<file path="src/rtl/popcount_pkg.sv">
// popcount_pkg: shared types and sizing helpers for the popcount sequencer.
package popcount_pkg;
  typedef enum logic [1:0] {IDLE, RUN, HOLD} state_t;
  localparam int CHUNK_W = 3;
  function automatic int cnt_width(input int data_w);
    return $clog2(data_w + 1);
  endfunction
endpackage

</file>
<file path="src/rtl/one_counter_v.sv">
// one_counter_v: number of set bits in a 3-bit chunk.
module one_counter_v (
  input  logic [2:0] bits,
  output logic [1:0] count
);
  assign count = {1'b0, bits[0]} + {1'b0, bits[1]} + {1'b0, bits[2]};
endmodule

</file>
<file path="src/rtl/popcount_sequencer.sv">
// popcount_sequencer: streams a word 3 bits per cycle through one ones-count cell and accumulates the total.
module popcount_sequencer
  import popcount_pkg::*;
#(
  parameter int DATA_W = 24,
  localparam int NCHUNK = DATA_W / CHUNK_W,
  localparam int CNT_W = cnt_width(DATA_W)
) (
  input  logic              clk,
  input  logic              rst_n,
  input  logic              flush,
  input  logic              in_valid,
  output logic              in_ready,
  input  logic [DATA_W-1:0] in_data,
  output logic              out_valid,
  input  logic              out_ready,
  output logic [CNT_W-1:0]  out_count,
  output logic              busy
);
  localparam int IDX_W = NCHUNK > 1 ? $clog2(NCHUNK) : 1;
  if (DATA_W <= 0 || DATA_W % CHUNK_W != 0) begin : g_bad_width
    $fatal(1, "DATA_W must be a positive multiple of 3");
  end
  state_t state, state_nxt;
  logic [DATA_W-1:0] sreg;
  logic [IDX_W-1:0] idx;
  logic [CNT_W-1:0] acc, sum;
  logic [1:0] cnt;
  logic last, accept;
  one_counter_v u_cnt (.bits(sreg[CHUNK_W-1:0]), .count(cnt));
  assign sum = acc + CNT_W'(cnt);
  assign last = idx == IDX_W'(NCHUNK - 1);
  assign accept = in_valid && in_ready;
  always_ff @(posedge clk or negedge rst_n)
    if (!rst_n) state <= IDLE;
    else state <= state_nxt;
  // accept covers both IDLE and the HOLD handshake that chains straight into the next word
  always_comb
    state_nxt = flush ? IDLE
              : accept ? RUN
              : (state == RUN && last) ? HOLD
              : (state == HOLD && out_ready) ? IDLE
              : state;
  always_comb begin
    in_ready = !flush && (state == IDLE || (state == HOLD && out_ready));
    out_valid = state == HOLD;
    busy = state == RUN;
  end
  always_ff @(posedge clk or negedge rst_n)
    if (!rst_n) begin
      sreg <= '0;
      idx <= '0;
      acc <= '0;
      out_count <= '0;
    end else if (flush) begin
      acc <= '0;
      idx <= '0;
    end else if (accept) begin
      sreg <= in_data;
      acc <= '0;
      idx <= '0;
    end else if (state == RUN) begin
      sreg <= sreg >> CHUNK_W;
      acc <= sum;
      idx <= idx + 1'b1;
      if (last) out_count <= sum;
    end
endmodule
</file>
<file path="config.mk">
export PLATFORM = sky130hd
export DESIGN_NAME = popcount_sequencer
export DESIGN_NICKNAME = d
export VERILOG_FILES = /design/src/rtl/popcount_pkg.sv /design/src/rtl/one_counter_v.sv /design/src/rtl/popcount_sequencer.sv
export SDC_FILE = /design/constraint.sdc
export NUM_CORES = 1
export LEC_CHECK = 0
export BUFFER_PORTS_ARGS = -buffer_cell sky130_fd_sc_hd__buf_2
export CORE_ASPECT_RATIO = 0.8
export CORE_MARGIN = 8
export CORE_UTILIZATION = 49
export CTS_CLUSTER_SIZE = 25
export DETAILED_ROUTE_END_ITERATION = 6
export GPL_TIMING_DRIVEN = 0
export PLACE_DENSITY = 0.77
export SLEW_MARGIN = 20
export SYNTH_ARGS = -nofsm -noshare
export SYNTH_HDL_FRONTEND = slang
export SYNTH_SLANG_ARGS = --single-unit
</file>
<file path="constraint.sdc">
create_clock -name clk -period 2.2 [get_ports clk]
set_input_delay 0.11 -clock clk [delete_from_list [all_inputs] [get_ports clk]]
set_output_delay 0.11 -clock clk [all_outputs]
set_load 0.03 [all_outputs]
</file>
==> results.env <==
TRACK_USAGE=0.144
SYNTH_CELL_TYPES=30
DRC_ERRORS=0
WORSTPATHARRIVAL_NS=2.23
SYN-INSTANCE-COUNT=192
NUMBER_OF_FLIP_FLOPS_AND_LATCHES_IN_THE_SYNTHESIZED_NETLIST=39
GLOBALROUTE.TOTALOVERFLOW=0
WORST_PIN_SLEW_NS=0.852
RSZ0062_AT_GRT='false'
POST-ROUTE-PERIOD-UTIL=0.939
SEQ_AREA_FRAC_SYNTH=0.525
OUTCOME='complete, no violations'
CTS-BUFFERS-INSERTED=5
NUM_VIAS=1485
IR_DROP_uV=422
SLEW_VIOLATIONS=0
SETUP_VIOL_COUNT_FINAL=0
CTS.ROOT.BUFFER_CELL='sky130_fd_sc_hd__clkbuf_8'
VIAS_PER_CELL=5.30
POST_CTS.REPAIR.SETUP_BUFFERS=0
CTS_MAX_PATH_BUFFERS=2
CRITICAL_PATH_CLASS='flop to flop'
TIMING.CRITICAL_PATH.TO_TYPE='flop'
FMAX_MHz=484
CLK_PIN_SLEW_NS=0.09
GRT_START_MAX_NET_PINS=40
POST-ROUTE-CELL-AREA_UM2=2200
EFFECTIVE_UTILIZATION_AT_FLOORPLAN=0.498
NETLIST_TOP_CELLS_AREA='sky130_fd_sc_hd__dfrtp_1 53%, sky130_fd_sc_hd__nand2_1 9.3%, sky130_fd_sc_hd__a31oi_1 7.1%'
GRT_ANTENNA_BEFORE_REPAIR=0
HOLD_VIOL=0
FINAL_CORE_UTILIZATION=0.589
TRITONCTS='built'
DETAILEDPLACEMENTHPWL_UM=2920
TIMING.MAX_SLEW.REL_SLACK=0.432
FP.DIEW_UM=84.8
H-TREE-DEPTH=2
DIE_HEIGHT_UM=71.1
PORT_BUFFERS=35
SYN-MEAN-INSTANCE-AREA_UM2=9.68
SYNTH_NETS=227
CLK_LATENCY_NS=0.30
FINAL_CELL_COUNT_NO_FILL=280
LAYOUT-DRIVE-GT1-SHARE=0.271
NUMBER_OF_GLOBAL_ROUTE_VIAS_BEFORE_REPAIR=1538
YOSYSTOPAREACELLSHARE=0.525
PLACE_CONGESTION=0.752
FIN_SETUP_TNS_NS=0
SYNTH_TOP_AREA_CELL='sky130_fd_sc_hd__dfrtp_1'
DRT_PASS1_ITERATIONS=4
GRT_PASS1_WL_UM=6990
TIMING.CRITICAL_PATH.REQUIRED_NS=2.37
CLOCK_SKEW_NS=0.00922
DESIGN.CORE.AREA_UM2=3730
FINALNETCOUNT=270
DRT.ANTENNA.VIOLATING_NETS=0
STARTPOINT_TYPE='flop'
POWER.TOTAL_mW=1.91
WIRE_PER_INST_UM=14.2
LEAKAGEPOWER_nW=1.05
MAXCAPVIOLATIONS=0
DETAILEDROUTE.FIRSTITERATIONVIOLATIONS=92
CLOCK-SINKS=39
ANTENNA_CELLS_INSERTED=0
WORST_HOLD_PATH_TYPE='input port to flop'
DP_CELLS=271
DPL_CELL_AREA_UM2=2090
LAYOUT-AREA-OVERHEAD-VS-SYNTH_PCT=18.2
ROUTE.FINAL.WIRE_LENGTH_UM=3970
IO_PINS=37
DIE-AREA_UM2=6030
POST-ROUTE-MIN-PERIOD_NS=2.07
YOSYSWARNINGS=0
STANDARD_CELL_ROW_COUNT=20
PWR_DENSITY_CELL_nW_PER_UM2=870
SYN_AREA_UM2=1860
PATH_MAX_FANOUT=4
==> synthesized netlist by cell type <==
cell                        instances
sky130_fd_sc_hd__a211oi_4           1
sky130_fd_sc_hd__a21oi_1            4
sky130_fd_sc_hd__a22o_1             6
sky130_fd_sc_hd__a22oi_1            1
sky130_fd_sc_hd__a31o_2             1
sky130_fd_sc_hd__a31oi_1           21
sky130_fd_sc_hd__buf_2              8
sky130_fd_sc_hd__buf_4              2
sky130_fd_sc_hd__dfrtp_1           39
sky130_fd_sc_hd__fa_1               2
sky130_fd_sc_hd__ha_1               4
sky130_fd_sc_hd__inv_1              5
sky130_fd_sc_hd__inv_2              1
sky130_fd_sc_hd__mux2_2             3
sky130_fd_sc_hd__nand2_1           46
sky130_fd_sc_hd__nand2b_4           1
sky130_fd_sc_hd__nand3_1            1
sky130_fd_sc_hd__nand3b_1           1
sky130_fd_sc_hd__nor2_1            31
sky130_fd_sc_hd__nor2b_1            1
sky130_fd_sc_hd__nor3b_1            1
sky130_fd_sc_hd__o2111a_2           1
sky130_fd_sc_hd__o2111ai_2          1
sky130_fd_sc_hd__o211a_1            1
sky130_fd_sc_hd__o21ai_0            1
sky130_fd_sc_hd__o22a_1             1
sky130_fd_sc_hd__o2bb2ai_1          2
sky130_fd_sc_hd__o31ai_1            1
sky130_fd_sc_hd__o32ai_1            1
sky130_fd_sc_hd__xnor2_1            3
==> per-stage QoR <==
| stage | hold WS [ns] | worst slack, ns |
|---|---|---|
| after floorplan | -0.186 | 0.172 |
| after global placement | 0.272 | 0.0837 |
| after detailed placement | 0.274 | 0.0559 |
| after CTS | 0.0342 | 0.0464 |
| after global routing | 0.0297 | 0.0108 |
| final | 0.0410 | 0.133 |
==> report_power, final <==
group / leakage, nW / internal [mW] / total (mW) / switching, mW
combinational: 0.537 / 0.221 / 0.491 / 0.270
sequential: 0.468 / 0.841 / 0.916 / 0.0747
clock: 0.0408 / 0.227 / 0.504 / 0.277
total: 1.05 / 1.29 / 1.91 / 0.622
==> path summary, 6_finish.rpt <==
path	depth (start not counted)	startpoint	end	slack, ns
min in group asynchronous	2	rst_n	state[1]	0.46
min reg2reg	1	sreg[23]	sreg[23]	0.51
max	7	sreg[0]	out_count[4]	0.13
max in group asynchronous	2	rst_n	sreg[8]	1.20
max reg2reg	7	sreg[0]	out_count[4]	0.13
min	2	in_data[21]	sreg[21]	0.04
==> placed cells by master (no fill, tap or decap), drive strengths merged, types with 4 or more instances in the layout <==
master  Yosys  layout
dfrtp      39      39
clkbuf      0       5
nor2       31      31
buf        10      45
a21oi       4       4
inv         6       7
nand2      46      46
a22o        6       6
ha          4       4
a31oi      21      21
==> metal layers <==
| metal | track usage | vias up | wire [um] |
|---|---|---|---|
| li1 | - | 743 | - |
| met1 | 0.188 | 709 | 1940 |
| met2 | 0.219 | 29 | 1810 |
| met3 | 0.0486 | 4 | 169 |
| met4 | 0.0472 | 0 | 49 |
| met5 | 0 | - | 0 |
==> sequential cells by signal, summed over array words and instances (netlist names) <==
signal / count
out_count: 5
idx: 3
acc: 5
state: 2
sreg: 24
==> cell families after synthesis <==
kind of cell | synth area share
flops | 0.525
mux | 0.0182
fa+ha+maj | 0.0485
simple gates | 0.177
buf+inv | 0.0417
xor+xnor | 0.0141
compound gates | 0.175
==> final cells by class <==
class                      count  area (um^2)
sequential                    39          976
multi-input combinational    137          810
clock buffer                   5         68.8
fill                         324         1530
tap                           44         55.1
clock inverter                 3         23.8
inverter                       6         22.5
buffer                        10         55.1
timing repair buffer          36          185
==> critical path: stages, from the launching register on <==
cell and delay [ns]:
sky130_fd_sc_hd__dfrtp_1 0.41, sky130_fd_sc_hd__fa_1 0.54, sky130_fd_sc_hd__ha_1 0.18, sky130_fd_sc_hd__inv_1 0.06, sky130_fd_sc_hd__fa_2 0.38, sky130_fd_sc_hd__nor2_2 0.13, sky130_fd_sc_hd__xnor2_1 0.14, sky130_fd_sc_hd__a21oi_1 0.10
==> what timing repair did <==
item,in CTS,in global routing
resized for setup,0,2
hold endpoints to repair,39,0
hold buffers,1,0
setup endpoints to repair,0,2
No activity file was read; power rests on OpenSTA's default activity.
